### src/rtl/sysid_read_arbiter.sv
// rtl/sysid_read_arbiter.sv - round-robin read arbiter for the shared system-ID slave
module sysid_read_arbiter #(
    parameter int          NUM_REQ     = 4,
    parameter logic [31:0] EXPECTED_ID = 32'd0,
    parameter logic [31:0] EXPECTED_TS = 32'd1326413930,
    parameter int          CNT_WIDTH   = 16
) (
    input  logic                 clock,
    input  logic                 reset,
    input  logic [NUM_REQ-1:0]   req_read,
    input  logic [NUM_REQ-1:0]   req_address,
    output logic [NUM_REQ-1:0]   req_waitrequest,
    output logic [NUM_REQ-1:0]   req_readdatavalid,
    output logic [31:0]          req_readdata,
    output logic                 sid_address,
    input  logic [31:0]          sid_readdata,
    output logic                 id_mismatch,
    output logic [CNT_WIDTH-1:0] read_count
);

    localparam int GW = (NUM_REQ > 1) ? $clog2(NUM_REQ) : 1;
    localparam logic [0:0] IDLE = 1'b0;
    localparam logic [0:0] READ = 1'b1;
    localparam logic [GW-1:0] LAST_INIT = GW'(NUM_REQ - 1);

    logic [0:0]         state;
    logic [GW-1:0]      grant;
    logic [GW-1:0]      last_grant;
    logic [GW-1:0]      winner;
    logic [GW-1:0]      idx_w;
    logic               found;
    int                 idx;
    logic               value_bad;
    logic [NUM_REQ-1:0] grant_onehot;

    // Search starts just past the previous winner so every core gets a turn.
    always_comb begin
        winner = last_grant;
        found  = 1'b0;
        idx    = 0;
        idx_w  = '0;
        for (int k = 1; k <= NUM_REQ; k++) begin
            idx   = (int'(last_grant) + k) % NUM_REQ;
            idx_w = GW'(idx);
            if (!found && req_read[idx_w]) begin
                found  = 1'b1;
                winner = idx_w;
            end
        end
    end

    always_comb begin
        grant_onehot = '0;
        for (int i = 0; i < NUM_REQ; i++) begin
            grant_onehot[i] = (grant == GW'(i));
        end
    end

    always_comb begin
        req_waitrequest = '1;
        if (state == READ) begin
            req_waitrequest = ~grant_onehot;
        end
    end

    assign value_bad = sid_address ? (sid_readdata != EXPECTED_TS)
                                   : (sid_readdata != EXPECTED_ID);

    always_ff @(posedge clock or posedge reset) begin
        if (reset) begin
            state             <= IDLE;
            grant             <= '0;
            last_grant        <= LAST_INIT;
            sid_address       <= 1'b0;
            req_readdata      <= '0;
            req_readdatavalid <= '0;
            id_mismatch       <= 1'b0;
            read_count        <= '0;
        end else begin
            req_readdatavalid <= '0;
            case (state)
                IDLE: begin
                    if (|req_read) begin
                        grant       <= winner;
                        last_grant  <= winner;
                        sid_address <= req_address[winner];
                        state       <= READ;
                    end
                end
                READ: begin
                    state <= IDLE;
                    // A core dropping read before acceptance gets nothing back.
                    if (req_read[grant]) begin
                        req_readdata      <= sid_readdata;
                        req_readdatavalid <= grant_onehot;
                        if (value_bad) begin
                            id_mismatch <= 1'b1;
                        end
                        if (read_count != {CNT_WIDTH{1'b1}}) begin
                            read_count <= read_count + CNT_WIDTH'(1);
                        end
                    end
                end
                default: state <= IDLE;
            endcase
        end
    end

endmodule

### config.mk
export PLATFORM = sky130hd
export DESIGN_NAME = sysid_read_arbiter
export DESIGN_NICKNAME = d
export VERILOG_FILES = /design/src/rtl/sysid_read_arbiter.sv
export SDC_FILE = /design/constraint.sdc
export NUM_CORES = 1
export LEC_CHECK = 0
export BUFFER_PORTS_ARGS = -buffer_cell sky130_fd_sc_hd__buf_4
export CAP_MARGIN = 20
export CORE_MARGIN = 2
export CORE_UTILIZATION = 49
export CTS_CLUSTER_SIZE = 8
export DETAILED_ROUTE_END_ITERATION = 10
export GPL_ROUTABILITY_DRIVEN = 0
export PLACE_DENSITY = 0.8
export SYNTH_ARGS = -nofsm -noshare
export SYNTH_HDL_FRONTEND = slang
export SYNTH_SLANG_ARGS = --single-unit
### constraint.sdc
create_clock -name clock -period 2.38 [get_ports clock]
set_clock_uncertainty 0.2 [all_clocks]
set_input_delay 0.476 -clock clock [delete_from_list [all_inputs] [get_ports clock]]
set_output_delay 0.476 -clock clock [all_outputs]
set_load 0.1 [all_outputs]
==> metrics.txt, run 1 <==
status=finished, final reports clean; Post-synth top flop=dfrtp_1; r2r startpoint=grant[0]; reg2reg path depth=6; Port Buffers=99; Yosys cell types=40; Wirelength per Cell=15.85 µm; Via density=5.356; post_cts resized=0; crit-path max FO=13; Worst-Skew Late Latency=0.33 ns; ANT nets after route=0; antenna violations before repair=0; FF+latch count, synth=59; asr flop ratio synth=100.0%; antenna cells=0; H-tree Lvls=3; die width=77.82 µm; fin nets=358; root buffer cell=clkbuf_8; FF-to-FF End=read_count[14]; crit path kind=reg2reg; Hold Vio Cnt, Final=0; IO Pins=100; unrepaired setup endpoints after global routing=no; Synth area leader=dfrtp_1; deepest clock path buffer count=2; startpoint types=flop; Num Clock Sinks=59; TritonCTS buffer count=9; layout cells sized above 1=49.06%; top cell type's share of synthesized area=53.42%; Finished Layout Cells=390; Post-synth top cells=dfrtp_1 (57), mux2_2 (19), mux2_1 (16), nand4_1 (16), xnor2_1 (12); largest net degree at the start of global routing=37; fin. max-slew vios=0; Overflow after GRT=0; Setup crit end kind=flop; hold_sp=sid_readdata[11]; FF-to-FF setup slack=0.38 ns; core area=5172 µm²; Mapped Area=2670 µm²; EDFF count, synth=0; CP Data Required Time=2.39 ns; Min-Delay Path Depth=2; CTS tree=built; clock-pin slew on the worst setup and hold paths=0.06 ns; global-route wire length before repair=10.42 mm; placed cells=373; initial drt markers=92; Routed WL=6.183 mm; Starting Density=51.62%; hold path endpoint=req_readdata[11]; row cnt=26; Seq/Total Area, Yosys=55.39%; YS warnings=0; worst-margin pin slew=0.5427 ns; Slew HR=63.76%; DR pass1 iterations=4; area delta synth->final=38.10%; Syn Inst Count=207; endpoints failing setup=0; setup TNS=0 ns; post-DP HPWL=4.670 mm; vias=2089; total track usage=22.16%; Syn Area/Cell=12.90 µm²; HP Class=in2reg; min Tclk post-route=2.004 ns; vias in the first global route=2126; syn_nets=250; most common cell in the synthesized netlist=dfrtp_1; die area=6056 µm²; max-cap violations=0; Die Span Y=77.82 µm; crit share post-route=84.18%; top cells by area, synth=dfrtp_1 (53%), mux2_2 (8.0%), mux2_1 (6.7%), xnor2_1 (3.9%), nand4_1 (3.7%); Max Freq=0.4991 GHz; DRC violations left=0; Arrival @ worst endpoint=2.02 ns
## area by class of cell
class	instances	area, µm²
fill	379	1485
clock inverter	3	15.01
sequential	59	1493
timing repair buffer	105	828.3
tap	70	87.58
multi-input combinational	135	1096
inverter	5	18.77
clock buffer	13	148.9
## cells in the final DEF, fill, tap and decap left out, types with 4 or more instances in the layout
master    instances
clkbuf_8         10
nand2_1           9
dfrtp_2          11
nand4_1          16
nor4_1            7
xnor2_1          12
mux2_1           16
dfrtp_1          46
inv_1             4
nor3_1            6
buf_4           101
and3_1            4
mux2_2           19
nand3_1           4
nor2_1            8
## through the flow
step | hold WS, ns | setup WS (ns) | instance area (µm²) | utilization [%]
2_1_floorplan | 0.3224 | 0.07145 | 2684 | -
3_3_place_gp | 0.2660 | 0.2724 | 3513 | 67.92
3_5_place_dp | 0.2642 | 0.2461 | 3513 | 67.92
4_1_cts | 0.1569 | 0.3675 | 3687 | 71.29
5_1_grt | 0.1647 | 0.2154 | 3687 | 71.29
6_report | 0.1688 | 0.3764 | 3687 | 71.29
## sequential cells by signal (all words and copies together) (netlist names)
name / cells
id_mismatch: 1
state: 1
last_grant: 2
req_readdatavalid: 4
read_count: 16
grant: 2
req_readdata: 32
sid_address: 1
## how the worst max path moves through the flow
stage	from	end	slack, ns	cells past startpoint
5_1_grt	grant[1]	read_count[14]	0.22	6
3_3_place_gp	req_read[3]	req_readdata[25]	0.27	5
3_5_place_dp	req_read[3]	req_readdata[27]	0.25	5
2_1_floorplan	read_count[2]	read_count[14]	0.07	4
4_1_cts	grant[0]	read_count[14]	0.37	6
6_report	grant[0]	read_count[14]	0.38	6
## worst max-delay path, cell delays in order, from the launching register on
cell and delay [ns]:
dfrtp_1 0.40, mux4_2 0.37, nand2_4 0.10, buf_12 0.18
nor4b_4 0.34, nand4_1 0.15, xnor2_1 0.15
## logic make-up (layout without fill, tap and decap cells)
kind of cell,after synthesis,in the layout,share of synthesized area [%]
AO/OA/AOI/OAI,12,12,3.609
adder cells (fa/ha/maj),1,1,0.4685
buffers and inverters,13,126,3.561
flip-flops,59,59,55.39
AND/OR/NAND/NOR,70,70,16.07
multiplexers,37,37,15.98
XOR/XNOR,15,15,4.920
## repair_timing
item	4_1_cts	5_1_grt
endpoints found under the hold margin	22	0
hold buffers	1	0
setup buffers	0	0
## routing by layer
layer | up-vias | track usage, % | wire length (µm) | part of all wire (%)
li1 | 973 | - | - | -
met1 | 1033 | 27.38 | 2512 | 41
met2 | 76 | 36.12 | 3145 | 51
met3 | 7 | 7.326 | 458 | 7.4
met4 | 0 | 8.214 | 66 | 1.1
met5 | - | 0 | 0 | 0
Power of run 1 is left out: the tool's default activity adds up to more than one toggle a clock period on the data nets, which glitch-free logic cannot reach.
==> run 2, diff against run 1 <==
==> constraint.sdc (replaced) <==
create_clock -name clock -period 1.85 [get_ports clock]
set_clock_uncertainty 0.2 [all_clocks]
set_input_delay 0.37 -clock clock [delete_from_list [all_inputs] [get_ports clock]]
set_output_delay 0.37 -clock clock [all_outputs]
set_load 0.1 [all_outputs]
==> run 2 against run 1 <==
Net effect: the run now ends with setup timing left; core utilization is 11 points higher; hold slack worse by 0.11 ns; global-route usage is 2.1 points higher; via count is 7.8% higher; routed wire length is 17% higher; count of clock-buffer cells in the layout is 1 lower; sequential share of layout area is 4.5 points lower; non-clock buffer count is 31 higher; setup slack worse by 0.51 ns; final area is 15% higher; first-iteration DRC count is 41% lower; critical path depth is 1 higher.
==> metrics.txt, run 2 (same netlist as run 1, synthesis figures left out) <==
status=finished with violations; violated checks=setup timing; antenna cells=0; Largest Register=req_readdata; ANT nets after route=0; initial drt markers=54; hold_sp=sid_readdata[0]; die width=77.82 µm; max reg flops=32; Slew HR=72.12%; Starting Density=51.62%; met2 routed WL=3.866 mm; DR pass1 iterations=4; Routed WL=7.220 mm; most used cell, CP=buf_4; CP Data Required Time=1.87 ns; startpoint types=flop; slowest CP cell=dfrtp_1; TritonCTS buffer count=9; Placement Cell Area=3752 µm²; layout cells sized above 1=61.25%; worst-path cell chain=mux4_2 -> nand2_4 -> buf_4 -> a41oi_4 -> buf_4 -> nand4_1 -> xnor2_1; Worst-Skew Late Latency=0.34 ns; commonest non-fill, non-tap cells in the layout=buf_4 (123), dfrtp_1 (40), mux2_4 (24); clock-pin slew on the worst setup and hold paths=0.07 ns; root buffer cell=clkbuf_8; r2r startpoint=grant[0]; die area=6056 µm²; fin. max-slew vios=0; endpoints failing setup=47; max-cap violations=0; deepest clock path buffer count=2; unrepaired setup endpoints after global routing=yes; fin util=82.00%; top layer in use=met4; Via density=5.349; Num Clock Sinks=59; final hold slack=0.06340 ns; vias in the first global route=2349; HP Class=in2reg; row cnt=26; global-route wire length before repair=11.36 mm; Setup crit end kind=flop; fin nets=389; worst-margin pin slew=0.4166 ns; vias=2252; most common cell after layout, fill and taps aside=buf_4; Top Registers=req_readdata (32), read_count (16), req_readdatavalid (4); Worst Setup SP=grant[0]; DRC violations left=0; post-layout instance area=4242 µm²; CP bufs+invs=2; Max Freq=0.5042 GHz; post-DP HPWL=4.825 mm; Hold Vio Cnt, Final=0; area delta synth->final=58.86%; Overflow after GRT=0; Wirelength per Cell=17.15 µm; antenna violations before repair=0; crit share post-route=107.2%; total track usage=24.28%; CP top delay family=flip-flops; IO Pins=100; crit-path max FO=4; core area=5172 µm²; CTS tree=built; Arrival @ worst endpoint=2.01 ns; largest net degree at the start of global routing=46; Worst path max stage delay=0.40 ns; WL met3=415 µm; min Tclk post-route=1.983 ns; H-tree Lvls=3; Die Span Y=77.82 µm; worst setup margin=-0.1334 ns; M1 wire length=2.871 mm; Port Buffers=99; crit path kind=reg2reg
## run 2: cell types whose count changed in the layout (fill, tap and decap cells not counted), sizes merged
cell	delta
buf	+31
bufinv	+1
clkbuf	-1
clkinv	-1
clkinvlp	+2
inv	-1
## run 2: timing repair
action                                  in CTS  in global routing
hold buffers                                 1                  0
buffers inserted                             7                  3
gates resized for setup                     22                 20
hold endpoints to repair                    14                  0
pin swaps                                    8                 12
endpoints found under the setup margin      48                 53
## run 2: per-stage QoR
stage	worst slack, ns	TNS, ns	cells
final	-0.1334	-3.006	421
after global routing	-0.2100	-5.603	421
after CTS	-0.1131	-1.956	418
after detailed placement	-0.1753	-4.622	394
after global placement	-0.1207	-3.728	394
after floorplan	-0.1293	-3.149	207
## run 2: final cells by class
| type | count | area, µm² |
|---|---|---|
| clock inverters | 4 | 47.55 |
| flip-flops and latches | 59 | 1528 |
| clock buffers | 12 | 165.2 |
| inverters | 5 | 22.52 |
| well taps | 70 | 87.58 |
| repair buffers | 136 | 1139 |
| fillers | 299 | 930.9 |
| multi-input cells | 135 | 1252 |
## run 2: per-layer routing
layer	global-route usage, %	vias to the layer above
met2	42.93	72
li1	-	1043
met5	0	-
met4	8.036	0
met1	28.06	1130
met3	7.093	7
## run 2: final timing paths
path / cells after the start / slack [ns] / to
worst min register to register: 1 / 0.30 / req_readdata[3]
max in group asynchronous: 4 / 0.49 / last_grant[0]
worst max register to register: 7 / -0.13 / read_count[5]
min in group asynchronous: 3 / 0.36 / req_readdata[28]
worst min-delay path: 2 / 0.06 / req_readdata[0]
worst max-delay path: 7 / -0.13 / read_count[5]
## run 2: worst reg2reg max path, cell delays in order (launching register included)
cell and delay (ns):
dfrtp_1 0.40, mux4_2 0.37, nand2_4 0.08, buf_4 0.16
a41oi_4 0.23, buf_4 0.17, nand4_1 0.11, xnor2_1 0.14
Power of run 2 is left out for the same reason.
==> run 3, diff against run 2 <==
--- a/config.mk
+++ b/config.mk
@@ -12,6 +12,7 @@
 export CTS_CLUSTER_SIZE = 8
 export DETAILED_ROUTE_END_ITERATION = 10
 export GPL_ROUTABILITY_DRIVEN = 0
+export MAX_ROUTING_LAYER = met4
 export PLACE_DENSITY = 0.8
 export SYNTH_ARGS = -nofsm -noshare
 export SYNTH_HDL_FRONTEND = slang
==> run 3 against run 2 <==
Net effect: the run still ends with setup timing left; die area stayed put; count of clock-buffer cells in the layout stayed put; non-clock buffer count is the same; cell count did not move; final area did not move; via count unchanged; sequential share of layout area stayed put; critical path type unchanged.
==> metrics.txt, run 3 (same netlist as run 1, synthesis figures left out) <==
status=finished with violations; violated checks=setup timing; Largest Register=req_readdata; Worst-Skew Late Latency=0.34 ns; Routed WL=7.205 mm; die width=77.82 µm; DRC violations left=0; setup TNS=-3.059 ns; CP top delay family=flip-flops; ANT nets after route=0; Via density=5.349; unrepaired setup endpoints after global routing=yes; Worst path max stage delay=0.40 ns; CP bufs+invs=2; Port Buffers=99; row cnt=26; antenna cells=0; die area=6056 µm²; worst-path cell chain=mux4_2 -> nand2_4 -> buf_4 -> a41oi_4 -> buf_4 -> nand4_1 -> xnor2_1; endpoints failing setup=47; crit share post-route=107.3%; TritonCTS buffer count=9; crit-path max FO=4; Die Span Y=77.82 µm; Slew HR=72.45%; crit path kind=reg2reg; CTS tree=built; Num Clock Sinks=59; clock-pin slew on the worst setup and hold paths=0.07 ns; layout cells sized above 1=61.25%; root buffer cell=clkbuf_8; commonest non-fill, non-tap cells in the layout=buf_4 (123), dfrtp_1 (40), mux2_4 (24); fin util=82.00%; vias in the first global route=2347; most used cell, CP=buf_4; Top Registers=req_readdata (32), read_count (16), req_readdatavalid (4); core area=5172 µm²; fin nets=389; Wirelength per Cell=17.11 µm; initial drt markers=76; worst-margin pin slew=0.4117 ns; slowest CP cell=dfrtp_1; max-cap violations=0; total track usage=25.12%; HP Class=in2reg; largest net degree at the start of global routing=46; Max Freq=0.5036 GHz; Hold Vio Cnt, Final=0; fin. max-slew vios=0; DR pass1 iterations=4; deepest clock path buffer count=2; H-tree Lvls=3; Setup crit end kind=flop; Arrival @ worst endpoint=2.01 ns; Overflow after GRT=0; worst setup margin=-0.1358 ns; max reg flops=32; min Tclk post-route=1.986 ns; post-DP HPWL=4.825 mm; most common cell after layout, fill and taps aside=buf_4; global-route wire length before repair=11.36 mm; startpoint types=flop; CP Data Required Time=1.88 ns; antenna violations before repair=0; vias=2252; area delta synth->final=58.86%; IO Pins=100; Starting Density=51.62%
[run 3: cell counts in the layout (fill, tap and decap cells not counted)]
No cell type changed its count.
[run 3: cell type report]
cell class,count,area [µm²]
flip-flops and latches,59,1528
multi-input cells,135,1252
repair buffers,136,1139
fillers,299,930.9
clock buffers,12,165.2
well taps,70,87.58
clock inverters,4,47.55
inverters,5,22.52
[run 3: final timing paths]
path | startpoint | to | slack [ns] | cells after the start
max in group asynchronous | reset | last_grant[1] | 0.50 | 4
worst max-delay path | grant[0] | read_count[5] | -0.14 | 7
worst max register to register | grant[0] | read_count[5] | -0.14 | 7
min in group asynchronous | reset | req_readdata[28] | 0.36 | 3
worst min register to register | req_readdata[3] | req_readdata[3] | 0.30 | 1
worst min-delay path | sid_readdata[0] | req_readdata[0] | 0.06 | 2
[run 3: metrics by stage]
stage	cells	hold slack (ns)	worst slack, ns	cell area [µm²]
floorplan	207	0.2687	-0.1293	2775
global placement	394	0.1696	-0.1207	3752
detailed placement	394	0.1753	-0.1753	3752
CTS	418	0.05054	-0.1131	4134
global route	421	0.05295	-0.2095	4242
finish	421	0.06263	-0.1358	4242
[run 3: repair_timing]
action,in CTS,in global routing
hold endpoints to repair,14,0
pin swaps,8,12
buffers inserted,7,3
hold buffers,1,0
gates resized for setup,22,20
endpoints found under the setup margin,48,53
[run 3: per-layer routing]
layer	track usage [%]	wire length, µm
met5	-	0
met4	6.964	53
met2	42.93	3885
met3	8.023	429
met1	28.37	2836
Power of run 3 is left out for the same reason.
